[src/rtl/load_store_unit_pkg.sv]
// Shared definitions for the load/store unit: RV32I funct3 codes, FSM states,
// and the request legality check.
package lsu_pkg;

   localparam logic [2:0] F3_LB  = 3'b000;
   localparam logic [2:0] F3_LH  = 3'b001;
   localparam logic [2:0] F3_LW  = 3'b010;
   localparam logic [2:0] F3_LBU = 3'b100;
   localparam logic [2:0] F3_LHU = 3'b101;
   localparam logic [2:0] F3_SB  = 3'b000;
   localparam logic [2:0] F3_SH  = 3'b001;
   localparam logic [2:0] F3_SW  = 3'b010;

   typedef enum logic [1:0] {IDLE, ADDR, RESP, DONE} lsu_state_t;

   // funct3[1:0] is the access size for every legal load and store encoding.
   function automatic logic is_legal(input logic re, input logic we,
                                     input logic [2:0] funct3,
                                     input logic [1:0] addr_lo);
      logic f3_ok;
      logic align_ok;
      if (we)
         f3_ok = (funct3 == F3_SB) || (funct3 == F3_SH) || (funct3 == F3_SW);
      else
         f3_ok = (funct3 != 3'b011) && (funct3 != 3'b110) && (funct3 != 3'b111);
      case (funct3[1:0])
         2'b00:   align_ok = 1'b1;
         2'b01:   align_ok = ~addr_lo[0];
         2'b10:   align_ok = (addr_lo == 2'b00);
         default: align_ok = 1'b0;
      endcase
      return (re ^ we) && f3_ok && align_ok;
   endfunction

endpackage

[src/rtl/load_store_unit_if.sv]
// Word-wide memory bus: valid/ready request handshake plus a separate rvalid
// read response channel.
interface lsu_bus_if #(parameter int unsigned ADDR_W = 32);
   logic              valid;
   logic              ready;
   logic [ADDR_W-1:0] addr;
   logic              we;
   logic [3:0]        wstrb;
   logic [31:0]       wdata;
   logic              rvalid;
   logic [31:0]       rdata;

   modport master (output valid, addr, we, wstrb, wdata,
                   input  ready, rvalid, rdata);
   modport slave  (input  valid, addr, we, wstrb, wdata,
                   output ready, rvalid, rdata);
endinterface

[src/rtl/load_store_unit_lane_align.sv]
// Combinational byte-lane steering: store strobes/replicated data and load
// shift plus sign/zero extension.
module lsu_lane_align
   import lsu_pkg::*;
(
   input  logic [2:0]  st_funct3,
   input  logic [1:0]  st_addr_lo,
   input  logic [31:0] st_data,
   output logic [3:0]  st_wstrb,
   output logic [31:0] st_wdata,
   input  logic [2:0]  ld_funct3,
   input  logic [1:0]  ld_addr_lo,
   input  logic [31:0] ld_word,
   output logic [31:0] ld_data
);

   logic [31:0] shifted;

   always_comb begin
      st_wstrb = '0;
      st_wdata = '0;
      case (st_funct3)
         F3_SB: begin
            st_wstrb = 4'b0001 << st_addr_lo;
            st_wdata = {4{st_data[7:0]}};
         end
         F3_SH: begin
            st_wstrb = st_addr_lo[1] ? 4'b1100 : 4'b0011;
            st_wdata = {2{st_data[15:0]}};
         end
         F3_SW: begin
            st_wstrb = '1;
            st_wdata = st_data;
         end
         default: ;
      endcase
   end

   always_comb begin
      shifted = ld_word >> {ld_addr_lo, 3'b000};
      ld_data = shifted;
      case (ld_funct3)
         F3_LB:   ld_data = {{24{shifted[7]}}, shifted[7:0]};
         F3_LH:   ld_data = {{16{shifted[15]}}, shifted[15:0]};
         F3_LBU:  ld_data = {24'h000000, shifted[7:0]};
         F3_LHU:  ld_data = {16'h0000, shifted[15:0]};
         default: ld_data = shifted;
      endcase
   end

endmodule

[src/rtl/load_store_unit.sv]
// Data-side bridge between the single-cycle CPU and the word-wide memory bus;
// stalls the CPU for the duration of each load/store.
module load_store_unit
   import lsu_pkg::*;
#(
   parameter int unsigned ADDR_W     = 32,
   parameter int unsigned BYTE_LANES = 4
) (
   input  logic              clk,
   input  logic              reset,
   input  logic              cpu_re,
   input  logic              cpu_we,
   input  logic [2:0]        cpu_funct3,
   input  logic [ADDR_W-1:0] cpu_addr,
   input  logic [31:0]       cpu_wdata,
   output logic [31:0]       cpu_rdata,
   output logic              cpu_stall,
   output logic              cpu_fault,
   lsu_bus_if.master         bus
);

   if (BYTE_LANES != 4) begin : g_lanes_check
      $error("load_store_unit: BYTE_LANES must be 4");
   end

   lsu_state_t        state_q;
   logic [2:0]        funct3_q;
   logic [1:0]        addr_lo_q;
   logic              valid_q;
   logic              we_q;
   logic [3:0]        wstrb_q;
   logic [31:0]       wdata_q;
   logic [31:0]       rdata_q;
   logic [ADDR_W-1:0] baddr_q;

   logic        req;
   logic        legal;
   logic        start;
   logic [3:0]  st_wstrb;
   logic [31:0] st_wdata;
   logic [31:0] ld_data;

   assign req       = cpu_re | cpu_we;
   assign legal     = is_legal(cpu_re, cpu_we, cpu_funct3, cpu_addr[1:0]);
   assign start     = (state_q == IDLE) && legal;
   assign cpu_fault = !reset && (state_q == IDLE) && req && !legal;
   assign cpu_stall = start || (state_q == ADDR) || (state_q == RESP);
   assign cpu_rdata = rdata_q;

   assign bus.valid = valid_q;
   assign bus.addr  = baddr_q;
   assign bus.we    = we_q;
   assign bus.wstrb = wstrb_q;
   assign bus.wdata = wdata_q;

   // Store steering uses the live CPU request; load extraction uses the
   // latched access so the captured word is aligned after the bus returns it.
   lsu_lane_align u_align (
      .st_funct3  (cpu_funct3),
      .st_addr_lo (cpu_addr[1:0]),
      .st_data    (cpu_wdata),
      .st_wstrb   (st_wstrb),
      .st_wdata   (st_wdata),
      .ld_funct3  (funct3_q),
      .ld_addr_lo (addr_lo_q),
      .ld_word    (bus.rdata),
      .ld_data    (ld_data)
   );

   always_ff @(posedge clk or posedge reset) begin
      if (reset) begin
         state_q   <= IDLE;
         funct3_q  <= '0;
         addr_lo_q <= '0;
         valid_q   <= 1'b0;
         we_q      <= 1'b0;
         wstrb_q   <= '0;
         wdata_q   <= '0;
         rdata_q   <= '0;
         baddr_q   <= '0;
      end else begin
         case (state_q)
            IDLE: begin
               if (start) begin
                  state_q   <= ADDR;
                  valid_q   <= 1'b1;
                  baddr_q   <= {cpu_addr[ADDR_W-1:2], 2'b00};
                  we_q      <= cpu_we;
                  funct3_q  <= cpu_funct3;
                  addr_lo_q <= cpu_addr[1:0];
                  wstrb_q   <= cpu_we ? st_wstrb : '0;
                  wdata_q   <= cpu_we ? st_wdata : '0;
               end
            end
            ADDR: begin
               if (bus.ready) begin
                  valid_q <= 1'b0;
                  if (we_q) begin
                     state_q <= DONE;
                  end else if (bus.rvalid) begin
                     rdata_q <= ld_data;
                     state_q <= DONE;
                  end else begin
                     state_q <= RESP;
                  end
               end
            end
            RESP: begin
               if (bus.rvalid) begin
                  rdata_q <= ld_data;
                  state_q <= DONE;
               end
            end
            DONE:    state_q <= IDLE;
            default: state_q <= IDLE;
         endcase
      end
   end

endmodule

[src/flat_wrapper.sv]
// flat-port wrapper written by rule: the top's interface ports become plain ports
module load_store_unit_flat import lsu_pkg::*;
#(
   parameter int unsigned ADDR_W     = 32,
   parameter int unsigned BYTE_LANES = 4
)
  (clk, reset, cpu_re, cpu_we, cpu_funct3, cpu_addr, cpu_wdata, cpu_rdata, cpu_stall, cpu_fault, bus_valid, bus_addr, bus_we, bus_wstrb, bus_wdata, bus_ready, bus_rvalid, bus_rdata);
  lsu_bus_if #(.ADDR_W(ADDR_W)) bus_i ();
  input  logic clk;
  input  logic reset;
  input  logic cpu_re;
  input  logic cpu_we;
  input  logic [2:0] cpu_funct3;
  input  logic [ADDR_W-1:0] cpu_addr;
  input  logic [31:0] cpu_wdata;
  output logic [31:0] cpu_rdata;
  output logic cpu_stall;
  output logic cpu_fault;
  output wire logic [$bits(bus_i.valid)-1:0] bus_valid;
  output wire logic [$bits(bus_i.addr)-1:0] bus_addr;
  output wire logic [$bits(bus_i.we)-1:0] bus_we;
  output wire logic [$bits(bus_i.wstrb)-1:0] bus_wstrb;
  output wire logic [$bits(bus_i.wdata)-1:0] bus_wdata;
  input wire logic [$bits(bus_i.ready)-1:0] bus_ready;
  input wire logic [$bits(bus_i.rvalid)-1:0] bus_rvalid;
  input wire logic [$bits(bus_i.rdata)-1:0] bus_rdata;
  assign bus_valid = bus_i.valid;
  assign bus_addr = bus_i.addr;
  assign bus_we = bus_i.we;
  assign bus_wstrb = bus_i.wstrb;
  assign bus_wdata = bus_i.wdata;
  assign bus_i.ready = bus_ready;
  assign bus_i.rvalid = bus_rvalid;
  assign bus_i.rdata = bus_rdata;
  load_store_unit #(.ADDR_W(ADDR_W), .BYTE_LANES(BYTE_LANES)) u_core (.clk(clk), .reset(reset), .cpu_re(cpu_re), .cpu_we(cpu_we), .cpu_funct3(cpu_funct3), .cpu_addr(cpu_addr), .cpu_wdata(cpu_wdata), .cpu_rdata(cpu_rdata), .cpu_stall(cpu_stall), .cpu_fault(cpu_fault), .bus(bus_i));
endmodule
[config.mk]
export PLATFORM = sky130hd
export DESIGN_NAME = load_store_unit_flat
export DESIGN_NICKNAME = d
export VERILOG_FILES = /design/src/rtl/load_store_unit_pkg.sv /design/src/rtl/load_store_unit_if.sv /design/src/rtl/load_store_unit_lane_align.sv /design/src/rtl/load_store_unit.sv /design/src/flat_wrapper.sv
export SDC_FILE = /design/constraint.sdc
export NUM_CORES = 1
export LEC_CHECK = 0
export CAP_MARGIN = 5
export CORE_ASPECT_RATIO = 0.5
export CORE_MARGIN = 1.5
export CORE_UTILIZATION = 47
export DETAILED_ROUTE_END_ITERATION = 8
export GPL_TIMING_DRIVEN = 0
export PLACE_DENSITY = 0.86
export SLEW_MARGIN = 15
export SYNTH_ARGS = -nofsm -noshare
export SYNTH_HDL_FRONTEND = slang
export SYNTH_SLANG_ARGS = --single-unit
[constraint.sdc]
create_clock -name clk -period 10.97 [get_ports clk]
set_clock_uncertainty 0.2 [all_clocks]
set_input_delay 2.194 -clock clk [delete_from_list [all_inputs] [get_ports clk]]
set_output_delay 2.194 -clock clk [all_outputs]
set_load 0.02 [all_outputs]
After elaboration in Yosys (flattened, before gate mapping):

Cells that the tools add are included.

* add/sub/neg operators: 0
* multipliers: 0
* div/mod/pow operators: 0
* order comparisons: 0
* equal/unequal tests: 17
* shift operators: 2
* mux-type cells: 21
* bitwise operators: 3
* reduce and logical (&&, ||, !) cells: 25

Operator list (count)
* $mux 32: 4
* $pmux 32 s4: 1
* $pmux 32 s3: 1
* $pmux 32 s2: 1
* $shr 32x5->32: 1
* $pmux 4 s3: 1
* $reduce_and 3->1: 3
* $logic_and 1x1->1: 8
* $mux 2: 4
* $mux 4: 2
* $pmux 2 s4: 1
* $eq 2x2->1 const B: 3
* $eq 3x1->1 const B: 2
* $eq 3x3->1 const B: 2
* $logic_not 2->1: 3
* $logic_not 3->1: 2
* $ne 2x2->1 const B: 3
* $ne 3x3->1 const B: 2
* $eq 2x1->1 const B: 2
* $logic_or 1x1->1: 4
* $mux 1: 4
* $reduce_bool 2->1: 2
* $shl 1x2->4 const A: 1
* $eq 3x2->1 const B: 1
* 9 further kinds: 10

* flip-flop bits (word level): 107
* bits in latches: 0
* RAM bits: 0
* memory bits (read-only): 0
* input bits: 105
* word-level logic and storage cells: 77
* memories: 0

Longest topological paths before layout:

* word-level depth: 9
* mapped depth: 8
* depth with buffers taken out: 6

Hierarchy:

From an unflattened synthesis, not the netlist that was laid out.

* cell total of the unflattened synthesis: 561
* area, all modules: 5994.5 sq um

By module, submodules not included
* load_store_unit: times used 1, cells each 336, area an instance 4556.9 sq um, seq. area each 2677.6 sq um
* lsu_lane_align: times used 1, cells each 225, area an instance 1437.6 sq um, seq. area each 0.0 sq um

Worst setup path before layout:

Ideal clock, no wire load.

* kind: input to output
* from: input cpu_re
* to: output cpu_stall
* data arrival time: 3.342 ns
* path slack: 5.234 ns
* stages on the path: 7
* buffers on the path: 2
* cell sequence: inv_1 -> ha_1 -> nand2_1 -> nand4b_1 -> buf_2 -> clkbuf_1 -> nand2_1

* word-level cells in the longest chain between the ends: 6

Ends and longest elaborated chain
* start: declaration: RTL line flat_wrapper.sv:11 `input logic cpu_re;`
* $xor 1x1->1: RTL line load_store_unit_pkg.sv:32 `return (re ^ we) && f3_ok && align_ok;`
* $logic_and 1x1->1 (2 in series): RTL line load_store_unit_pkg.sv:32
* $logic_and 1x1->1: RTL line load_store_unit.sv:45 `assign start = (state_q == IDLE) && legal;`
* $logic_or 1x1->1 (2 in series): RTL line load_store_unit.sv:47 `assign cpu_stall = start || (state_q == ADDR) || (state_q == RESP);`
* end: declaration: RTL line flat_wrapper.sv:17 `output logic cpu_stall;`

No other way between the ends.

Final worst setup path:

* from: input cpu_funct3[0]
* to: output cpu_stall

* word-level cells in the longest chain between the ends: 9

Ends and longest elaborated chain
* start: declaration: RTL line flat_wrapper.sv:13 `input logic [2:0] cpu_funct3;`
* $ne 3x2->1 (tied with other cells): RTL line load_store_unit_pkg.sv:25 `f3_ok = (funct3 != 3'b011) && (funct3 != 3'b110) && (funct3 != 3'b111);`
* $logic_and 1x1->1 / $logic_or 1x1->1 (equally long branches) (2 in series): RTL line load_store_unit_pkg.sv:25, load_store_unit_pkg.sv:23
* $mux 1: RTL line load_store_unit_pkg.sv:22 `if (we)`
* $logic_and 1x1->1: RTL line load_store_unit_pkg.sv:32
* $logic_and 1x1->1 *: RTL line load_store_unit_pkg.sv:32
* $logic_and 1x1->1 *: RTL line load_store_unit.sv:45
* $logic_or 1x1->1 * (2 in series): RTL line load_store_unit.sv:47

Every way passes the cells marked *; elsewhere a longest branch is shown, timed or not.

==> run metrics <==
CP Class=in -> out; minimum clock period=7.01 ns; Placed Instances=between 800 and 900; post-synthesis sequential area ratio=50.8%; # setup viols final=0; Hold Buf Count CTS=0; Clock Latency Late Sink=0.34 ns; routed length per instance=18.6 um; area delta synth->final=48.6%; DP HPWL=12100 um; setup ws final=3.96 ns; fin crit share=63.9%; outcome=complete, no violations; WL final=16200 um; RSZ-0062 raised after global routing=false; FF+latch count, synth=107; HP Start=u_core.bus.wdata[9]$_DFFE_PP0P_; Slew Viols, Final=0; Mean Syn Cell Area=10.5 um2; CP max FO=10; Post-CTS Setup Inserts=0; Worst path max stage delay=0.61 ns; final hold violation count=0; CTS buffer count=9; Most used DFF post-synth=dfrtp_1; crit path launch type=input pin; floorplan row count=27; Max Cap Violations=0; number of synthesized flops with an enable pin=0; CTS Buffer Depth=2; reg-to-reg startpoint=u_core.state_q[0]$_DFFE_PP0P_; Post-layout nets=829; initial antenna violation count=0; routability cong.=0.884; GRT Total Usage=28.0%; clock root buffer=clkbuf_16; DR vias=4847; Leakage=3.31 nW; Starting Density=48.2%; f_max=143 MHz; Most common cell on crit path=clkdlybuf4s50_1; layout cells sized above 1=9.66%; Final ANT Viol Nets=0; WP data arrival=4.62 ns; CTS HTree Levels=3; Async SR Flop Fraction=100%; Die ar.=11900 um2; vias in the first global route=roughly 5k; Sink Count=107; vias per inst=5.57; setup_tns=0 ns; Slew @ Worst Pin=0.703 ns; unique cell type count in the Yosys netlist=42; GRT overflow=0; CP endpoint kind=output port; core area=10900 um2; DRT Pass-1 Iters=5; post-CTS sizing=0; Slowest-stage cell, CP=clkdlybuf4s50_1; Cell Chain, Critical Path=clkdlybuf4s50_1 -> o41ai_2 -> nand4b_1 -> buf_2 -> clkbuf_1 -> nand2_1 -> clkdlybuf4s50_1; first-pass GRT wire length=25900 um; cells after synthesis=502; CTS tree=built; synth warn=0; First DRT Iteration DRCs=296; Chip Height=between 70 and 80 um; Clk pin slew, worst setup/hold paths=0.07 ns; largest net degree at the start of global routing=65; slew margin rel.=52.9%; Hold WC Path Type=reg -> reg; buffers added on ports=205; Peak VDD IR=0.000116 V; # IOs=209; Chip Width=153 um; Place WS=about 4.0 ns; Worst Setup SP=cpu_funct3[0]; synthesized area=5270 um2; number of remaining DRC errors=0; most frequent cells in the layout=clkdlybuf4s50_1 (205), dfrtp_1 (107), nand2_1 (48); Antenna Cells=0; CP delay by family, top=buffers and inverters; most common cell after layout, fill and taps aside=clkdlybuf4s50_1; WP data required=8.58 ns; final std cells w/o fill=870; CP Buf/Inv Count=4; PwrDens=265 nW/um2
==> synth_stat cells, types with 2 or more instances <==
cell,number,area (um2)
nand2_1,48,180
nor3_1,2,10.0
mux2_1,14,158
a21oi_1,41,205
inv_1,7,26.3
clkbuf_1,21,78.8
and2_1,15,93.8
a211oi_1,8,60.1
a31oi_1,2,12.5
mux2_2,31,349
nor2b_1,20,125
o31ai_1,25,188
nand2b_1,7,43.8
buf_6,2,22.5
mux2i_1,31,310
nor2_1,44,165
a21o_1,2,15.0
ha_1,4,50.1
buf_4,3,22.5
buf_2,12,60.1
o21ai_0,20,100
dfrtp_1,107,2680
o22a_1,17,149
==> layout make-up <==
class	instances	area [um2]
tap	145	181
multi-input combinational	350	2390
clock buffer	12	246
buffer	39	188
timing repair buffer	206	2080
clock inverter	4	48.8
inverter	7	31.3
fill	800	3110
sequential	107	2680
==> logic make-up after synthesis <==
kind of cell / after synthesis / synth area share (%)
AO/OA/AOI/OAI: 126 / 15.8
adder cells (fa/ha/maj): 4 / 0.949
flip-flops: 107 / 50.8
multiplexers: 77 / 15.9
AND/OR/NAND/NOR: 141 / 12.4
other: 1 / 0.0711
buffers and inverters: 46 / 4.06
==> per-stage QoR <==
stage,util [%],hold WS (ns),area (um2),power (mW)
global route,71.6,0.305,7840,2.18
finish,71.6,0.281,7840,2.08
floorplan,-,0.303,5280,1.26
CTS,71.6,0.283,7840,2.08
global placement,68.6,0.262,7510,1.72
detailed placement,68.9,0.266,7540,1.75
==> power by group <==
group | internal [mW] | switching, mW | leakage [nW]
clock network | 0.184 | 0.143 | 0.147
logic | 0.532 | 0.547 | 1.83
registers | 0.570 | 0.100 | 1.33
==> flip-flops by register name (all words and copies together), names as in the netlist <==
name and count:
u_core.state_q 2, u_core.bus.wstrb 4, u_core.bus.we 1, u_core.bus.valid 1, u_core.bus.addr 30, u_core.funct3_q 3
u_core.addr_lo_q 2, u_core.cpu_rdata 32, u_core.bus.wdata 32
==> path summary, 6_finish.rpt <==
path	to	slack [ns]	cells past startpoint
worst max register to register	u_core.cpu_rdata[15]$_DFFE_PP0P_	8.64	5
min in group asynchronous	u_core.addr_lo_q[0]$_DFFE_PP0P_	2.08	2
worst min-delay path	u_core.bus.wdata[9]$_DFFE_PP0P_	0.28	2
worst max-delay path	cpu_stall	3.96	7
max in group asynchronous	u_core.bus.wdata[5]$_DFFE_PP0P_	7.83	3
worst min register to register	u_core.bus.wdata[9]$_DFFE_PP0P_	0.28	2
==> tightest hold or removal path: cells and delay by family (launching register included) <==
| kind | cells | cell delay (ns) |
|---|---|---|
| AOI/OAI and AO/OA | 1 | 0.05 |
| DFF | 1 | 0.34 |
| and+or+nand+nor | 1 | 0.05 |
==> metal layers <==
| metal | up-vias | GRT usage (%) | wire, um |
|---|---|---|---|
| li1 | 2199 | - | - |
| met1 | 2392 | 34.3 | 6560 |
| met2 | 216 | 48.5 | 8040 |
| met3 | 40 | 6.48 | 1120 |
| met4 | 0 | 10.6 | 503 |
| met5 | - | 0 | 0 |
Power figures use the tool's default switching activity.
